`src/rtl/imm_gen_pkg.sv`:
```
// Shared opcode constants and format codes for the immediate decode stage.
// U/J decode is controlled by the IMM_GEN_UJ_EN macro in imm_gen_decode.
package imm_gen_pkg;

  localparam logic [6:0] OP_IMM    = 7'b0010011;
  localparam logic [6:0] OP_LOAD   = 7'b0000011;
  localparam logic [6:0] OP_JALR   = 7'b1100111;
  localparam logic [6:0] OP_STORE  = 7'b0100011;
  localparam logic [6:0] OP_BRANCH = 7'b1100011;
  localparam logic [6:0] OP_LUI    = 7'b0110111;
  localparam logic [6:0] OP_AUIPC  = 7'b0010111;
  localparam logic [6:0] OP_JAL    = 7'b1101111;
  localparam logic [6:0] OP_REG    = 7'b0110011;

  typedef enum logic [2:0] {
    FMT_NONE  = 3'd0,
    FMT_I     = 3'd1,
    FMT_S     = 3'd2,
    FMT_B     = 3'd3,
    FMT_U     = 3'd4,
    FMT_J     = 3'd5,
    FMT_SHAMT = 3'd6
  } imm_fmt_e;

endpackage

```
`src/rtl/imm_gen_decode.sv`:
```
// Combinational RV32I/RV64I immediate extractor (XLEN = 32 or 64).
// U and J formats are only built when IMM_GEN_UJ_EN is defined.
module imm_gen_decode
  import imm_gen_pkg::*;
#(
  parameter int XLEN = 32
) (
  input  logic [31:0]     instr_i,
  output logic [XLEN-1:0] imm_o,
  output imm_fmt_e        fmt_o,
  output logic            illegal_o
);

  // Every immediate fits a signed 32-bit value; widen once at the end.
  function automatic logic [XLEN-1:0] sext32(input logic [31:0] v);
    return XLEN'($signed(v));
  endfunction

  logic [6:0] opcode;
  logic [5:0] shamt;
  logic       shift_ok;
  logic       unused_bits;

  assign opcode      = instr_i[6:0];
  assign unused_bits = ^{instr_i[14], instr_i[19:15]};

  if (XLEN == 64) begin : g_rv64
    assign shamt    = instr_i[25:20];
    assign shift_ok = (instr_i[31:26] == 6'b000000) | (instr_i[31:26] == 6'b010000);
  end else begin : g_rv32
    assign shamt    = {1'b0, instr_i[24:20]};
    assign shift_ok = (instr_i[31:25] == 7'b0000000) | (instr_i[31:25] == 7'b0100000);
  end

  always_comb begin
    imm_o     = '0;
    fmt_o     = FMT_NONE;
    illegal_o = 1'b0;
    case (opcode)
      OP_IMM, OP_LOAD, OP_JALR: begin
        if ((opcode == OP_IMM) && (instr_i[13:12] == 2'b01)) begin
          imm_o     = XLEN'(shamt);
          fmt_o     = FMT_SHAMT;
          illegal_o = ~shift_ok;
        end else begin
          imm_o = sext32({{20{instr_i[31]}}, instr_i[31:20]});
          fmt_o = FMT_I;
        end
      end
      OP_STORE: begin
        imm_o = sext32({{20{instr_i[31]}}, instr_i[31:25], instr_i[11:7]});
        fmt_o = FMT_S;
      end
      OP_BRANCH: begin
        imm_o = sext32({{19{instr_i[31]}}, instr_i[31], instr_i[7],
                        instr_i[30:25], instr_i[11:8], 1'b0});
        fmt_o = FMT_B;
      end
`ifdef IMM_GEN_UJ_EN
      OP_LUI, OP_AUIPC: begin
        imm_o = sext32({instr_i[31:12], 12'b0});
        fmt_o = FMT_U;
      end
      OP_JAL: begin
        imm_o = sext32({{11{instr_i[31]}}, instr_i[31], instr_i[19:12],
                        instr_i[20], instr_i[30:21], 1'b0});
        fmt_o = FMT_J;
      end
`endif
      OP_REG: begin
        illegal_o = 1'b0;
      end
      default: begin
        illegal_o = 1'b1;
      end
    endcase
  end

endmodule

```
`src/rtl/imm_decode_stage.sv`:
```
// Registered immediate decode stage: valid/ready handshake, 2-entry skid,
// flush and handshake counter. U/J decode follows IMM_GEN_UJ_EN.
module imm_decode_stage
  import imm_gen_pkg::*;
#(
  parameter int XLEN  = 32,
  parameter int TAG_W = 8
) (
  input  logic             clk_i,
  input  logic             rst_i,
  input  logic             flush_i,
  input  logic             instr_valid_i,
  output logic             instr_ready_o,
  input  logic [31:0]      instr_i,
  input  logic [TAG_W-1:0] tag_i,
  output logic             imm_valid_o,
  input  logic             imm_ready_i,
  output logic [XLEN-1:0]  imm_o,
  output logic [2:0]       fmt_o,
  output logic             illegal_o,
  output logic [TAG_W-1:0] tag_o,
  output logic [15:0]      dec_count_o
);

  typedef struct packed {
    logic [XLEN-1:0]  imm;
    imm_fmt_e         fmt;
    logic             illegal;
    logic [TAG_W-1:0] tag;
  } entry_t;

  entry_t      out_q, out_d, skid_q, skid_d, new_entry;
  logic        out_valid_q, out_valid_d;
  logic        skid_valid_q, skid_valid_d;
  logic [15:0] cnt_q, cnt_d;
  logic        in_hs, out_hs, out_drain;

  imm_gen_decode #(.XLEN(XLEN)) u_decode (
    .instr_i   (instr_i),
    .imm_o     (new_entry.imm),
    .fmt_o     (new_entry.fmt),
    .illegal_o (new_entry.illegal)
  );
  assign new_entry.tag = tag_i;

  assign instr_ready_o = ~skid_valid_q & rst_i;
  assign in_hs         = instr_valid_i & instr_ready_o;
  assign out_hs        = out_valid_q & imm_ready_i;
  assign out_drain     = ~out_valid_q | out_hs;

  // SKID is only ever filled while OUT is stalled, so it always holds the younger entry.
  always_comb begin
    out_d        = out_q;
    skid_d       = skid_q;
    out_valid_d  = out_valid_q;
    skid_valid_d = skid_valid_q;
    cnt_d        = cnt_q + 16'(out_hs);
    if (flush_i) begin
      out_valid_d  = 1'b0;
      skid_valid_d = 1'b0;
    end else if (out_drain) begin
      if (skid_valid_q) begin
        out_d        = skid_q;
        out_valid_d  = 1'b1;
        skid_valid_d = 1'b0;
      end else if (in_hs) begin
        out_d       = new_entry;
        out_valid_d = 1'b1;
      end else begin
        out_valid_d = 1'b0;
      end
    end else if (in_hs) begin
      skid_d       = new_entry;
      skid_valid_d = 1'b1;
    end
  end

  always_ff @(posedge clk_i) begin
    if (!rst_i) begin
      out_q        <= '0;
      skid_q       <= '0;
      out_valid_q  <= 1'b0;
      skid_valid_q <= 1'b0;
      cnt_q        <= '0;
    end else begin
      out_q        <= out_d;
      skid_q       <= skid_d;
      out_valid_q  <= out_valid_d;
      skid_valid_q <= skid_valid_d;
      cnt_q        <= cnt_d;
    end
  end

  assign imm_valid_o = out_valid_q;
  assign imm_o       = out_q.imm;
  assign fmt_o       = out_q.fmt;
  assign illegal_o   = out_q.illegal;
  assign tag_o       = out_q.tag;
  assign dec_count_o = cnt_q;

endmodule

```
`config.mk`:
```
export PLATFORM = sky130hd
export DESIGN_NAME = imm_decode_stage
export DESIGN_NICKNAME = d
export VERILOG_FILES = /design/src/rtl/imm_gen_pkg.sv /design/src/rtl/imm_gen_decode.sv /design/src/rtl/imm_decode_stage.sv
export SDC_FILE = /design/constraint.sdc
export NUM_CORES = 1
export LEC_CHECK = 0
export BUFFER_PORTS_ARGS = -buffer_cell sky130_fd_sc_hd__buf_4
export CAP_MARGIN = 30
export CORE_AREA = 2 2 108 110
export DETAILED_ROUTE_END_ITERATION = 8
export DIE_AREA = 0 0 110 112
export GPL_ROUTABILITY_DRIVEN = 0
export SLEW_MARGIN = 20
export SYNTH_ARGS = -nofsm -noshare
export SYNTH_HDL_FRONTEND = slang
export SYNTH_SLANG_ARGS = --single-unit
```
`constraint.sdc`:
```
create_clock -name clk_i -period 2.8 [get_ports clk_i]
set_clock_uncertainty 0.2 [all_clocks]
set_input_delay 0.14 -clock clk_i [delete_from_list [all_inputs] [get_ports clk_i]]
set_output_delay 0.14 -clock clk_i [all_outputs]
set_load 0.1 [all_outputs]
```
Yosys cells after proc, flatten, opt, wreduce, memory -nomap -nowiden
Cells that the tools add are included.
Widths: inputs -> output; s select.

cells by class
  add/sub/neg operators = 1
  equal/unequal tests = 8
  muxes and demuxes = 10
  bitwise operators = 11
  reductions and logical operators = 9

operator list
  cell                count
  $pmux 32 s3         1
  $mux 44             2
  $mux 32             1
  $eq 7x6->1 const B  3
  $add 16x1->16       1
  $eq 7x7->1 const B  2
  $pmux 3 s3          1
  $reduce_or 3->1     3
  $eq 7x2->1 const B  1
  $eq 7x5->1 const B  1
  $logic_not 7->1     1
  $not 1->1           6
  $reduce_and 3->1    2
  $and 1x1->1         3
  $mux 1              3
  $mux 3              1
  $eq 2x1->1 const B  1
  $or 1x1->1          2
  $pmux 1 s2          1
  $reduce_bool 2->1   1
  $reduce_or 2->1     1
  $logic_and 1x1->1   1

storage, ports and cells
  register bits = 106
  input port bits = 45
  output and inout bits = 62
  logic and storage cells = 50

Logic depth before layout (Yosys ltp)
  depth after elaboration = 7
  mapped depth = 6
  gate-level depth less buffers = 6

Modules after synthesis
A second synthesis with hierarchy kept.

second synthesis, totals
  cells, all modules = 536
  area, all modules = 4983.5 um^2

modules (own cells, without submodules)
  module            times used  cells each  area each (um^2)  seq. area each (um^2)
  imm_decode_stage  1           479         4555.6            2122.0
  imm_gen_decode    1           57          427.9             0.0

Least setup slack after synthesis
OpenSTA, ideal clock, no wires.

  path kind = register to register
  from = reg out_valid_q, in the netlist imm_valid_o
  to = reg cnt_q[13], in the netlist dec_count_o[13]
  library setup time = 116 ps
  arrival time = 2300 ps
  setup slack = 183 ps
  stages on the path, launching flop included = 7
  cells stage by stage = dfxtp_1 > and2_1 > ha_1 > nand2_1 > nor3_1 > a31oi_1 > a41o_1

on the way
  longest elaborated chain between the ends = 2

ends and longest elaborated chain
  item                      RTL line                source
  start: declaration        imm_decode_stage.sv:33  logic out_valid_q, out_valid_d;
  start signal: assignment  imm_decode_stage.sv:88  out_valid_q <= out_valid_d;
  $and 1x1->1               imm_decode_stage.sv:48  assign out_hs = out_valid_q & imm_ready_i;
  $add 16x1->16             imm_decode_stage.sv:57  cnt_d = cnt_q + 16'(out_hs);
  end signal: assignment    imm_decode_stage.sv:90  cnt_q <= cnt_d;
  end: declaration          imm_decode_stage.sv:35  logic [15:0] cnt_q, cnt_d;

Every way passes these cells.
A chain may end at the register's enable or synchronous reset.

Worst setup path after layout
  from = in flush_i
  to = reg skid_q[15] (netlist name)

on the way
  longest elaborated chain between the ends = 2

ends and longest elaborated chain
  item                               RTL line                source
  start: declaration                 imm_decode_stage.sv:11  input logic flush_i,
  $not 1->1 (no source line)         -
  $reduce_and 3->1 (no source line)  -
  end signal: assignment             imm_decode_stage.sv:87  skid_q <= skid_d;
  end: declaration                   imm_decode_stage.sv:32  entry_t out_q, out_d, skid_q, skid_d, new_entry;

Every way passes these cells.

==> metrics.txt <==
crit path cell chain dlygate4sd3_1 -> buf_4 -> nand2b_1 -> or4_4 -> a221oi_1 -> dlygate4sd3_1 -> nor2_1; RSZ-0062 raised after global routing no; vias per inst 4.99; Clock Latency Late Sink 0.33 ns; commonest non-fill, non-tap cell in the layout buf_4; Rows 39; Post-synth ARST share 0%; chip width 110 um; Yosys cell types 57; Pins Over Slew Limit 0; Ant. Diodes 0; combinational power share 20.5%; total negative slack 0 ns; Synth Area in Simple Gates 18.8%; first-pass GRT wire length 14600 um; Die ar. 12300 um^2; Clock Path Buffers 2; post-cts sizing count 0; Post-DP HPWL 5900 um; Core ar. 11200 um^2; CP peak stage delay 0.63 ns; initial antenna violation count 0; mux cell area share after synthesis 3.12%; number of flops mapped to enable cells by yosys 0; peak supply drop 0.241 mV; Tot Pwr 2.70 mW; layout net count 511; Post-CTS Setup Inserts 0; area of placed instances 3990 um^2; Seq pwr share 37.2%; post-synth net total 399; post-cts hold buffer count 33; CP Data Arrival Time 2.66 ns; DRC violations left 0; hold crit path type in -> reg; status finished, final reports clean; post-synthesis register bit count 68; CTS H-Tree Depth 3; layout cells sized above 1 29.4%; post-DR wirelength/cell 14.5 um; Design Area, Final 4620 um^2; crit path max-delay cell type or4_4; CTS tree done; port bufs 100; WS Path Type in -> reg; Avg Cell Area, Syn 9.23 um^2; Net Sw Frac 32.2%; Post-Synth XOR/XNOR Area 2.70%; synth warn 0; Clock Tree Root clkbuf_16; number of global-route vias before repair 2985; adder-cell area share of the yosys netlist 0.770%; Num CTS Buffers 9; Internal 1.83 mW; gr usage total 15.0%; Synth Area in Compound Gates 24.7%; max_cap viols 0; most frequent cells in the layout 107 x buf_4, 68 x dfxtp_1, 34 x nand2_1; starting density of the core 29.1%; cell count after synthesis 352; DRT iter0 DRCs 143; Crit Path Max Fanout 21; post-synthesis instance area 3250 um^2; critical path startpoint category input pin; Worst-Margin Slew 0.677 ns; min Tclk post-route 2.63 ns; Sw Pwr 0.870 mW; gr ovfl total 0; largest net degree at the start of global routing 67; IO Pins 107; drt pass-1 iters 4; total routed wirelength 8890 um; total number of vias 3055; Fmax achieved 380 MHz; Routed Antenna Nets 0; pwr/cell area 584 nW/um^2; post-synthesis sequential area ratio 41.9%; CP endpoint kind register; Reg clk slew, reported paths 0.06 ns; Pleak 1.97 nW; most common flop cell mapped by yosys dfxtp_1; final setup fails 0; fin crit share 94.0%; WP buf/inv 3; Die Ht 112 um; clock share of power 42.3%; area grow syn2layout 42.3%; clock sink count 68; Worst EP required 2.83 ns; largest family of logic cells by synthesized area compound AO/OA/AOI/OAI gates; count of final hold-check violations 0; most frequent CP cell dlygate4sd3_1; Slew headroom 54.6%; Worst path top cell family by delay buffers and inverters
-- worst reg2reg max path: stages, from the launching register on --
cell	delay (ns)
dfxtp_1	0.31
buf_4	0.19
or4_4	0.72
a221oi_1	0.30
dlygate4sd3_1	0.61
nor2_1	0.05
-- cell usage after synthesis (4+ instances only) --
master / n / share of area (%)
o211a_1: 8 / 2.5
a32o_1: 7 / 2.2
nor2_1: 10 / 1.2
inv_1: 4 / 0.46
nand4_1: 6 / 1.2
xnor2_1: 7 / 1.9
a221oi_1: 8 / 2.2
nor3_1: 7 / 1.1
and2_1: 14 / 2.7
o2bb2ai_1: 6 / 1.6
dfxtp_1: 68 / 42
o211ai_1: 8 / 1.8
buf_2: 8 / 1.2
nand2_1: 34 / 3.9
clkbuf_1: 9 / 1.0
mux2i_1: 9 / 2.8
o21ai_0: 18 / 2.8
a21boi_0: 10 / 2.3
nand3_1: 7 / 1.1
a21oi_1: 29 / 4.5
buf_4: 20 / 4.6
-- area by class of cell --
class / instances / area, um^2
Clock buffer: 9 / 225
Sequential cell: 68 / 1360
Timing Repair Buffer: 140 / 1130
Inverter: 4 / 15.0
Multi-Input combinational cell: 241 / 1640
Tap cell: 143 / 179
Clock inverter: 7 / 75.1
Fill cell: 1103 / 6550
-- logic make-up after synthesis --
kind of cell / after synthesis
flops: 68
simple gates: 107
buf+inv: 43
xor+xnor: 10
mux: 10
fa+ha+maj: 2
compound gates: 112
-- registers in the layout, summed over array words and instances (netlist names) --
register / flops
illegal_o: 1
tag_o: 8
dec_count_o: 16
skid_valid_q: 1
fmt_o: 3
skid_q: 25
imm_valid_o: 1
imm_o: 13
-- through the flow --
stage	setup slack, ns	hold WS (ns)	cells	utilization, %
floorplan	0.183	0.0658	352	-
global placement	0.724	0.166	563	35.7
detailed placement	0.697	0.170	563	35.7
CTS	0.225	0.0584	612	41.4
global route	0.103	0.0926	612	41.4
finish	0.167	0.0728	612	41.4
-- routing by layer --
layer	GRT usage [%]	share of wire, %	up-vias
met2	25.0	50	75
met3	3.92	5.8	13
li1	-	-	1500
met4	5.57	1.4	0
met1	18.4	43	1467
met5	0	0	-
-- power by group through the flow --
| stage | Sequential [mW] | Combinational (mW) | Clock (mW) |
|---|---|---|---|
| 2_1_floorplan | 1.16 | 0.276 | 0 |
| 3_3_place_gp | 1.03 | 0.519 | 0 |
| 3_5_place_dp | 1.03 | 0.521 | 0 |
| 4_1_cts | 1.01 | 0.555 | 1.18 |
| 5_1_grt | 1.01 | 0.576 | 1.22 |
| 6_report | 1.01 | 0.553 | 1.14 |
-- path summary, 6_finish.rpt --
path / slack [ns] / cells after the start / end / start
worst min register to register: 0.26 / 2 / skid_q[1]$_SDFFE_PN0P_ / skid_q[1]$_SDFFE_PN0P_
worst max-delay path: 0.17 / 7 / skid_q[15]$_SDFFE_PN0P_ / flush_i
worst min-delay path: 0.07 / 3 / skid_valid_q$_SDFFE_PP0P_ / rst_i
worst max register to register: 0.32 / 5 / skid_q[15]$_SDFFE_PN0P_ / skid_valid_q$_SDFFE_PP0P_
Power figures use the tool's default switching activity.
